<file path="src/rtl/reset_sequencer_if.sv">
// Reset sequencer control/status bundle.
// master drives sources and requests; slave returns domain resets and cause.
interface reset_sequencer_if #(
   parameter int NUM_SRC     = 4,
   parameter int NUM_DOMAINS = 3
);
   logic [NUM_SRC-1:0]     io_src;
   logic [2*NUM_SRC-1:0]   io_srcMode;
   logic                   io_swReset;
   logic                   io_pllLocked;
   logic                   io_causeClear;
   logic [NUM_DOMAINS-1:0] io_domainReset;
   logic [NUM_SRC+1:0]     io_resetCause;
   logic                   io_busy;

   modport master (
      output io_src, io_srcMode, io_swReset,
      output io_pllLocked, io_causeClear,
      input  io_domainReset, io_resetCause, io_busy
   );

   modport slave (
      input  io_src, io_srcMode, io_swReset,
      input  io_pllLocked, io_causeClear,
      output io_domainReset, io_resetCause, io_busy
   );
endinterface

</file>
<file path="src/rtl/reset_sequencer.sv">
// Reset sequencer: syncs/debounces reset sources, stretches, releases domains in order.
// Ports: io_mainClk, io_asyncReset_n (async active-low), bus (slave: sources in, resets/cause/busy out).
module reset_sequencer #(
   parameter int NUM_SRC         = 4,
   parameter int SYNC_STAGES     = 2,
   parameter int DEBOUNCE_CYCLES = 16,
   parameter int STRETCH_CYCLES  = 64,
   parameter int NUM_DOMAINS     = 3,
   parameter int DOMAIN_GAP      = 8
) (
   input  logic               io_mainClk,
   input  logic               io_asyncReset_n,
   reset_sequencer_if.slave   bus
);

   localparam int ARM_CYCLES = SYNC_STAGES + DEBOUNCE_CYCLES;
   localparam int DBW = $clog2(DEBOUNCE_CYCLES + 1);
   localparam int AMW = $clog2(ARM_CYCLES + 1);
   localparam int STW = $clog2(STRETCH_CYCLES + 1);
   localparam int GPW = $clog2(DOMAIN_GAP + 1);

   localparam logic [DBW-1:0] DB_LAST = DBW'(DEBOUNCE_CYCLES - 1);
   localparam logic [AMW-1:0] AM_LAST = AMW'(ARM_CYCLES - 1);
   localparam logic [STW-1:0] ST_LAST = STW'(STRETCH_CYCLES - 1);
   localparam logic [GPW-1:0] GP_LAST = GPW'(DOMAIN_GAP - 1);

   typedef enum logic [1:0] {
      S_IDLE,
      S_ASSERT,
      S_RELEASE
   } state_t;

   logic [SYNC_STAGES-1:0][NUM_SRC-1:0] r_srcSync;
   logic [SYNC_STAGES-1:0]              r_pllSync;
   logic [NUM_SRC-1:0]                  r_deb;
   logic [NUM_SRC-1:0]                  r_debPrev;
   logic [DBW-1:0]                      r_dbCnt [NUM_SRC];
   logic [AMW-1:0]                      r_armCnt;
   logic                                r_armed;

   state_t                 r_state;
   logic [NUM_DOMAINS-1:0] r_dom;
   logic                   r_busy;
   logic [STW-1:0]         r_stretch;
   logic [GPW-1:0]         r_gap;
   logic [NUM_SRC+1:0]     r_cause;

   logic [NUM_SRC-1:0]     w_srcSynced;
   logic                   w_pllTrig;
   logic [NUM_SRC-1:0]     w_srcTrig;
   logic                   w_trig;
   logic [NUM_DOMAINS-1:0] w_domNext;

   assign w_srcSynced = r_srcSync[SYNC_STAGES-1];
   assign w_pllTrig   = ~r_pllSync[SYNC_STAGES-1];
   assign w_trig      = (|w_srcTrig) | bus.io_swReset | w_pllTrig;
   // Releasing bit 0 first is a left shift with zero fill.
   assign w_domNext   = r_dom << 1;

   always_ff @(posedge io_mainClk or negedge io_asyncReset_n) begin
      if (!io_asyncReset_n) begin
         r_srcSync <= '0;
         r_pllSync <= '0;
      end else begin
         r_srcSync <= {r_srcSync[SYNC_STAGES-2:0], bus.io_src};
         r_pllSync <= {r_pllSync[SYNC_STAGES-2:0], bus.io_pllLocked};
      end
   end

   // Startup window: debounced values track the synced inputs so
   // power-up levels never look like edges.
   always_ff @(posedge io_mainClk or negedge io_asyncReset_n) begin
      if (!io_asyncReset_n) begin
         r_armCnt <= '0;
         r_armed  <= 1'b0;
      end else if (!r_armed) begin
         if (r_armCnt == AM_LAST) begin
            r_armed <= 1'b1;
         end else begin
            r_armCnt <= r_armCnt + 1'b1;
         end
      end
   end

   always_ff @(posedge io_mainClk or negedge io_asyncReset_n) begin
      if (!io_asyncReset_n) begin
         r_deb     <= '0;
         r_debPrev <= '0;
         for (int i = 0; i < NUM_SRC; i++) begin
            r_dbCnt[i] <= '0;
         end
      end else begin
         for (int i = 0; i < NUM_SRC; i++) begin
            if (!r_armed) begin
               r_deb[i]     <= w_srcSynced[i];
               r_debPrev[i] <= w_srcSynced[i];
               r_dbCnt[i]   <= '0;
            end else begin
               r_debPrev[i] <= r_deb[i];
               if (w_srcSynced[i] == r_deb[i]) begin
                  r_dbCnt[i] <= '0;
               end else if (r_dbCnt[i] == DB_LAST) begin
                  r_deb[i]   <= ~r_deb[i];
                  r_dbCnt[i] <= '0;
               end else begin
                  r_dbCnt[i] <= r_dbCnt[i] + 1'b1;
               end
            end
         end
      end
   end

   // Edges come from the registered debounced history, so a mode
   // change alone can never fabricate one.
   always_comb begin
      w_srcTrig = '0;
      for (int i = 0; i < NUM_SRC; i++) begin
         unique case (bus.io_srcMode[2*i +: 2])
            2'b01:   w_srcTrig[i] = r_deb[i];
            2'b10:   w_srcTrig[i] = r_deb[i] & ~r_debPrev[i];
            2'b11:   w_srcTrig[i] = ~r_deb[i] & r_debPrev[i];
            default: w_srcTrig[i] = 1'b0;
         endcase
      end
      w_srcTrig = w_srcTrig & {NUM_SRC{r_armed}};
   end

   // New triggers are OR-ed in after the clear, so set beats clear.
   always_ff @(posedge io_mainClk or negedge io_asyncReset_n) begin
      if (!io_asyncReset_n) begin
         r_cause <= '0;
      end else begin
         r_cause <= (bus.io_causeClear ? '0 : r_cause)
                  | {w_pllTrig, bus.io_swReset, w_srcTrig};
      end
   end

   always_ff @(posedge io_mainClk or negedge io_asyncReset_n) begin
      if (!io_asyncReset_n) begin
         r_state   <= S_ASSERT;
         r_dom     <= '1;
         r_busy    <= 1'b1;
         r_stretch <= '0;
         r_gap     <= '0;
      end else begin
         unique case (r_state)
            S_IDLE: begin
               if (w_trig) begin
                  r_state   <= S_ASSERT;
                  r_dom     <= '1;
                  r_busy    <= 1'b1;
                  r_stretch <= '0;
               end
            end
            S_ASSERT: begin
               if (w_trig) begin
                  r_stretch <= '0;
               end else if (r_stretch == ST_LAST) begin
                  r_dom <= w_domNext;
                  r_gap <= '0;
                  // Single-domain builds drop straight back to idle.
                  if (w_domNext == '0) begin
                     r_state <= S_IDLE;
                     r_busy  <= 1'b0;
                  end else begin
                     r_state <= S_RELEASE;
                  end
               end else begin
                  r_stretch <= r_stretch + 1'b1;
               end
            end
            S_RELEASE: begin
               if (w_trig) begin
                  r_state   <= S_ASSERT;
                  r_dom     <= '1;
                  r_stretch <= '0;
               end else if (r_gap == GP_LAST) begin
                  r_gap <= '0;
                  r_dom <= w_domNext;
                  if (w_domNext == '0) begin
                     r_state <= S_IDLE;
                     r_busy  <= 1'b0;
                  end
               end else begin
                  r_gap <= r_gap + 1'b1;
               end
            end
            default: begin
               r_state <= S_ASSERT;
               r_dom   <= '1;
               r_busy  <= 1'b1;
            end
         endcase
      end
   end

   assign bus.io_domainReset = r_dom;
   assign bus.io_resetCause  = r_cause;
   assign bus.io_busy        = r_busy;

endmodule

</file>
<file path="src/flat_wrapper.sv">
// flat-port wrapper written by rule: the top's interface ports become plain ports
module reset_sequencer_flat 
#(
   parameter int NUM_SRC         = 4,
   parameter int SYNC_STAGES     = 2,
   parameter int DEBOUNCE_CYCLES = 16,
   parameter int STRETCH_CYCLES  = 64,
   parameter int NUM_DOMAINS     = 3,
   parameter int DOMAIN_GAP      = 8
)
  (io_mainClk, io_asyncReset_n, bus_io_src, bus_io_srcMode, bus_io_swReset, bus_io_pllLocked, bus_io_causeClear, bus_io_domainReset, bus_io_resetCause, bus_io_busy);
  reset_sequencer_if #(.NUM_SRC(NUM_SRC), .NUM_DOMAINS(NUM_DOMAINS)) bus_i ();
  input  logic io_mainClk;
  input  logic io_asyncReset_n;
  input wire logic [$bits(bus_i.io_src)-1:0] bus_io_src;
  input wire logic [$bits(bus_i.io_srcMode)-1:0] bus_io_srcMode;
  input wire logic [$bits(bus_i.io_swReset)-1:0] bus_io_swReset;
  input wire logic [$bits(bus_i.io_pllLocked)-1:0] bus_io_pllLocked;
  input wire logic [$bits(bus_i.io_causeClear)-1:0] bus_io_causeClear;
  output wire logic [$bits(bus_i.io_domainReset)-1:0] bus_io_domainReset;
  output wire logic [$bits(bus_i.io_resetCause)-1:0] bus_io_resetCause;
  output wire logic [$bits(bus_i.io_busy)-1:0] bus_io_busy;
  assign bus_i.io_src = bus_io_src;
  assign bus_i.io_srcMode = bus_io_srcMode;
  assign bus_i.io_swReset = bus_io_swReset;
  assign bus_i.io_pllLocked = bus_io_pllLocked;
  assign bus_i.io_causeClear = bus_io_causeClear;
  assign bus_io_domainReset = bus_i.io_domainReset;
  assign bus_io_resetCause = bus_i.io_resetCause;
  assign bus_io_busy = bus_i.io_busy;
  reset_sequencer #(.NUM_SRC(NUM_SRC), .SYNC_STAGES(SYNC_STAGES), .DEBOUNCE_CYCLES(DEBOUNCE_CYCLES), .STRETCH_CYCLES(STRETCH_CYCLES), .NUM_DOMAINS(NUM_DOMAINS), .DOMAIN_GAP(DOMAIN_GAP)) u_core (.io_mainClk(io_mainClk), .io_asyncReset_n(io_asyncReset_n), .bus(bus_i));
endmodule
</file>
<file path="config.mk">
export PLATFORM = sky130hd
export DESIGN_NAME = reset_sequencer_flat
export DESIGN_NICKNAME = d
export VERILOG_FILES = /design/src/rtl/reset_sequencer_if.sv /design/src/rtl/reset_sequencer.sv /design/src/flat_wrapper.sv
export SDC_FILE = /design/constraint.sdc
export NUM_CORES = 1
export LEC_CHECK = 0
export ABC_AREA = 1
export CORE_UTILIZATION = 50
export CTS_BUF_LIST = sky130_fd_sc_hd__clkbuf_4 sky130_fd_sc_hd__clkbuf_8 sky130_fd_sc_hd__clkbuf_16
export DETAILED_ROUTE_END_ITERATION = 7
export PLACE_DENSITY = 0.7
export SLEW_MARGIN = 20
export SYNTH_ARGS = -nofsm -noshare
export SYNTH_HDL_FRONTEND = slang
export SYNTH_SLANG_ARGS = --single-unit
</file>
<file path="constraint.sdc">
create_clock -name io_mainClk -period 3.8 [get_ports io_mainClk]
set_input_delay 0.38 -clock io_mainClk [delete_from_list [all_inputs] [get_ports io_mainClk]]
set_output_delay 0.38 -clock io_mainClk [all_outputs]
set_load 0.03 [all_outputs]
</file>
==> out/results.ini <==
[run_status]
status = finished with violations
violations = negative hold slack

[final_layout]
drive_gt1_share_pct = 14.1
final_common_cell = nand2_1
final_cell_mix = nand2_1, dfrtp_1, inv_1
nets = 415
n_antenna_cell = 0
syn_to_final_growth_pct = 16.6
fin_cells = 465

[synthesis]
synth_seq_cells = 67
synth_seq_area_share_pct = 51.9
avgSynthCellArea_um2 = 9.26
synth-compound-area-share_pct = 8.65
synth_top_family_by_area = simple AND/OR/NAND/NOR gates
async_reset_ff_share_pct = 100
synth_xor_area_share_pct = 5.41
syn_inst = 350
synth_nets = 379
synth_edf_count = 0
synth.mux.area_fraction_pct = 0.309
synth_warnings = 0
synth-simple-area-share_pct = 23.1
syn_area_mm2 = 0.00324
yosysUniqueCellTypes = 36
synth-main-ff-cell = dfrtp_1
synthAdderAreaFrac_pct = 4.63

[drt]
route.vias.total = 2306
drtPass1Iterations = 4
routed_wl_mm = 5.63
post_drt_wl_per_cell_um = 12.1
drt_iter0_drc = 72
remaining_drc_errors = 0
antenna_left = 0
via_per_inst = 4.96

[sta]
final.setup_skew_ns = 0.00936
hold_viol_final = 11
relSlewSlack_pct = 62.9
min_period_ns = 1.95
worstMarginPinSlew_ns = 0.557
tns_ns = 0
post-route-period-util_pct = 51.4
rsz0062_at_grt = false
finalMaxSlewViolations = 0
fin_hold_ws_ns = -0.00725
max_freq_mhz = 512
setup_viol = 0

[critical_path]
cp-end-kind = primary output
ff2ff_path_depth = 8
crit_fanout = 4
cp-start-kind = flip-flop
cp_num_buf_inv = 1
path_class = reg2out
rrSetupSlack_ns = 1.91
crit_family = buffers and inverters
slowest_stage = clkdlybuf4s50_1
regToRegEndpoint = u_core.r_stretch[2]
cp_cell_sequence = clkdlybuf4s50_1
cp.required_ns = 3.42
critPathArrivalTime_ns = 1.57
reg2reg_from = u_core.r_state[0]
cp.depth = 1
crit_path_max_incr_delay_ns = 0.67

[placement]
dp_cells = 450
port_buffers = 26
routabilityCongestion = 0.797
hpwl_mm = 4.08

[clock_network]
cts_buffer_depth = 2
clkSlewWorstSetupHoldPaths_ns = 0.08
post-cts-setup-buffer-count = 0
htree_levels = 3
clockRootBuffer = clkbuf_8
insertion_delay_ns = 0.35
cts_inserted_buffers = 9
cts_tree = yes
clock-sinks = 67
cts_hold_buf = 0
post_cts_resized = 0

[global_route]
overflow = 0
grt_pass1_wl_mm = 9.48
grt_start_max_net_pins = 46
antenna_found_initial = 0
grt_pass1_vias = 2128
grt_use_total_pct = 19.2

[power_and_ir_drop]
p_leak_uw = 0.00186
switching_share_pct = 25.2
peakVddDrop_uv = 266
clkPwrFrac_pct = 39.4
seqPwrFrac_pct = 51.0
power.internal_uw = 1140
switching_power_uw = 383
combPwrFrac_pct = 9.5
cellPowerDensity_mw_per_mm2 = 402

[floorplanning]
die_w_um = 82.5
die_area_mm2 = 0.00681
ioPinCount = 27
die_h_um = 82.5
rows = 28
initial_core_util_pct = 53.2
core_area_mm2 = 0.00610

[job]
drv_cap = 0

[worst_hold_path]
hp-class = in2async

==> power by group through the flow <==
stage	Combinational, uW	Sequential [uW]	Clock, uW
5_1_grt	164	781	642
2_1_floorplan	75.1	797	0
3_5_place_dp	147	789	0
4_1_cts	148	776	610
3_3_place_gp	145	788	0
6_report	145	776	599
==> state kept, by name, indices dropped and copies added (netlist names) <==
signal                     count
u_core.r_stretch               7
u_core.r_srcSync               4
u_core.r_pllSync               2
u_core.r_debPrev               4
u_core.w_srcSynced             4
u_core.bus.io_resetCause       6
u_core.bus.io_domainReset      3
u_core.r_deb                   4
u_core.r_dbCnt                20
u_core.r_armed                 1
u_core.r_armCnt                5
u_core.bus.io_busy             1
u_core.r_state                 2
u_core.r_gap                   4
==> metal layers <==
metal / vias to the layer above / routed length (um) / part of all wire [%] / track usage (%)
met4: 0 / 90 / 1.6 / 6.72
li1: 1177 / - / - / -
met3: 8 / 202 / 3.6 / 6.59
met2: 29 / 2580 / 46 / 30.9
met5: - / 0 / 0 / 0
met1: 1092 / 2760 / 49 / 24.1
==> cell type report <==
| cell class | count | area [um^2] |
|---|---|---|
| clock buffers | 11 | 145 |
| clock inverters | 4 | 51.3 |
| fillers | 528 | 2320 |
| inverters | 47 | 179 |
| multi-input cells | 234 | 1360 |
| flip-flops and latches | 67 | 1680 |
| well taps | 75 | 93.8 |
| repair buffers | 27 | 263 |
==> synthesized netlist by cell type, types with 2 or more instances <==
| cell type | instances | share of area (%) |
|---|---|---|
| nand2_2 | 8 | 1.5 |
| a21oi_2 | 4 | 1.1 |
| nor3_1 | 9 | 1.4 |
| or2_2 | 2 | 0.39 |
| dfrtp_1 | 62 | 48 |
| nand3_1 | 19 | 2.9 |
| ha_1 | 12 | 4.6 |
| inv_1 | 43 | 5.0 |
| dfstp_2 | 5 | 4.1 |
| xor2_1 | 13 | 3.5 |
| or2_1 | 4 | 0.77 |
| o21bai_1 | 2 | 0.46 |
| nand3_2 | 3 | 0.93 |
| a21oi_1 | 4 | 0.62 |
| o21ai_0 | 23 | 3.6 |
| o21ai_1 | 5 | 0.77 |
| xnor2_1 | 7 | 1.9 |
| nor2_4 | 3 | 1.0 |
| o21ai_2 | 2 | 0.54 |
| inv_2 | 3 | 0.35 |
| nor2_1 | 27 | 3.1 |
| nand2_1 | 76 | 8.8 |
==> metrics by stage <==
stage	setup slack [ns]	instance area (um^2)	utilization, %	power, uW	hold slack [ns]
3_5_place_dp	1.80	3580	58.7	936	0.337
4_1_cts	1.83	3780	62.0	1530	0.0000728
2_1_floorplan	2.16	3240	-	872	0.0844
6_report	1.85	3780	62.0	1520	-0.00725
3_3_place_gp	1.82	3580	58.7	933	0.335
5_1_grt	1.80	3780	62.0	1590	0.0292
==> cells by family (layout without fill, tap and decap cells) <==
| logic type | after synthesis | count (layout) |
|---|---|---|
| compound gates | 44 | 44 |
| simple gates | 157 | 157 |
| fa+ha+maj | 12 | 12 |
| flops | 67 | 67 |
| mux | 1 | 1 |
| buf+inv | 49 | 89 |
| xor+xnor | 20 | 20 |
==> worst max-delay path by stage <==
stage / startpoint / end
2_1_floorplan: u_core.r_state[0] / u_core.r_stretch[6]
4_1_cts: u_core.bus.io_domainReset[0] / bus_io_domainReset[0]
3_3_place_gp: bus_io_srcMode[7] / u_core.bus.io_busy
5_1_grt: u_core.r_state[0] / u_core.r_stretch[5]
3_5_place_dp: bus_io_srcMode[7] / u_core.bus.io_busy
6_report: u_core.bus.io_domainReset[0] / bus_io_domainReset[0]
No activity file was read; power rests on OpenSTA's default activity.
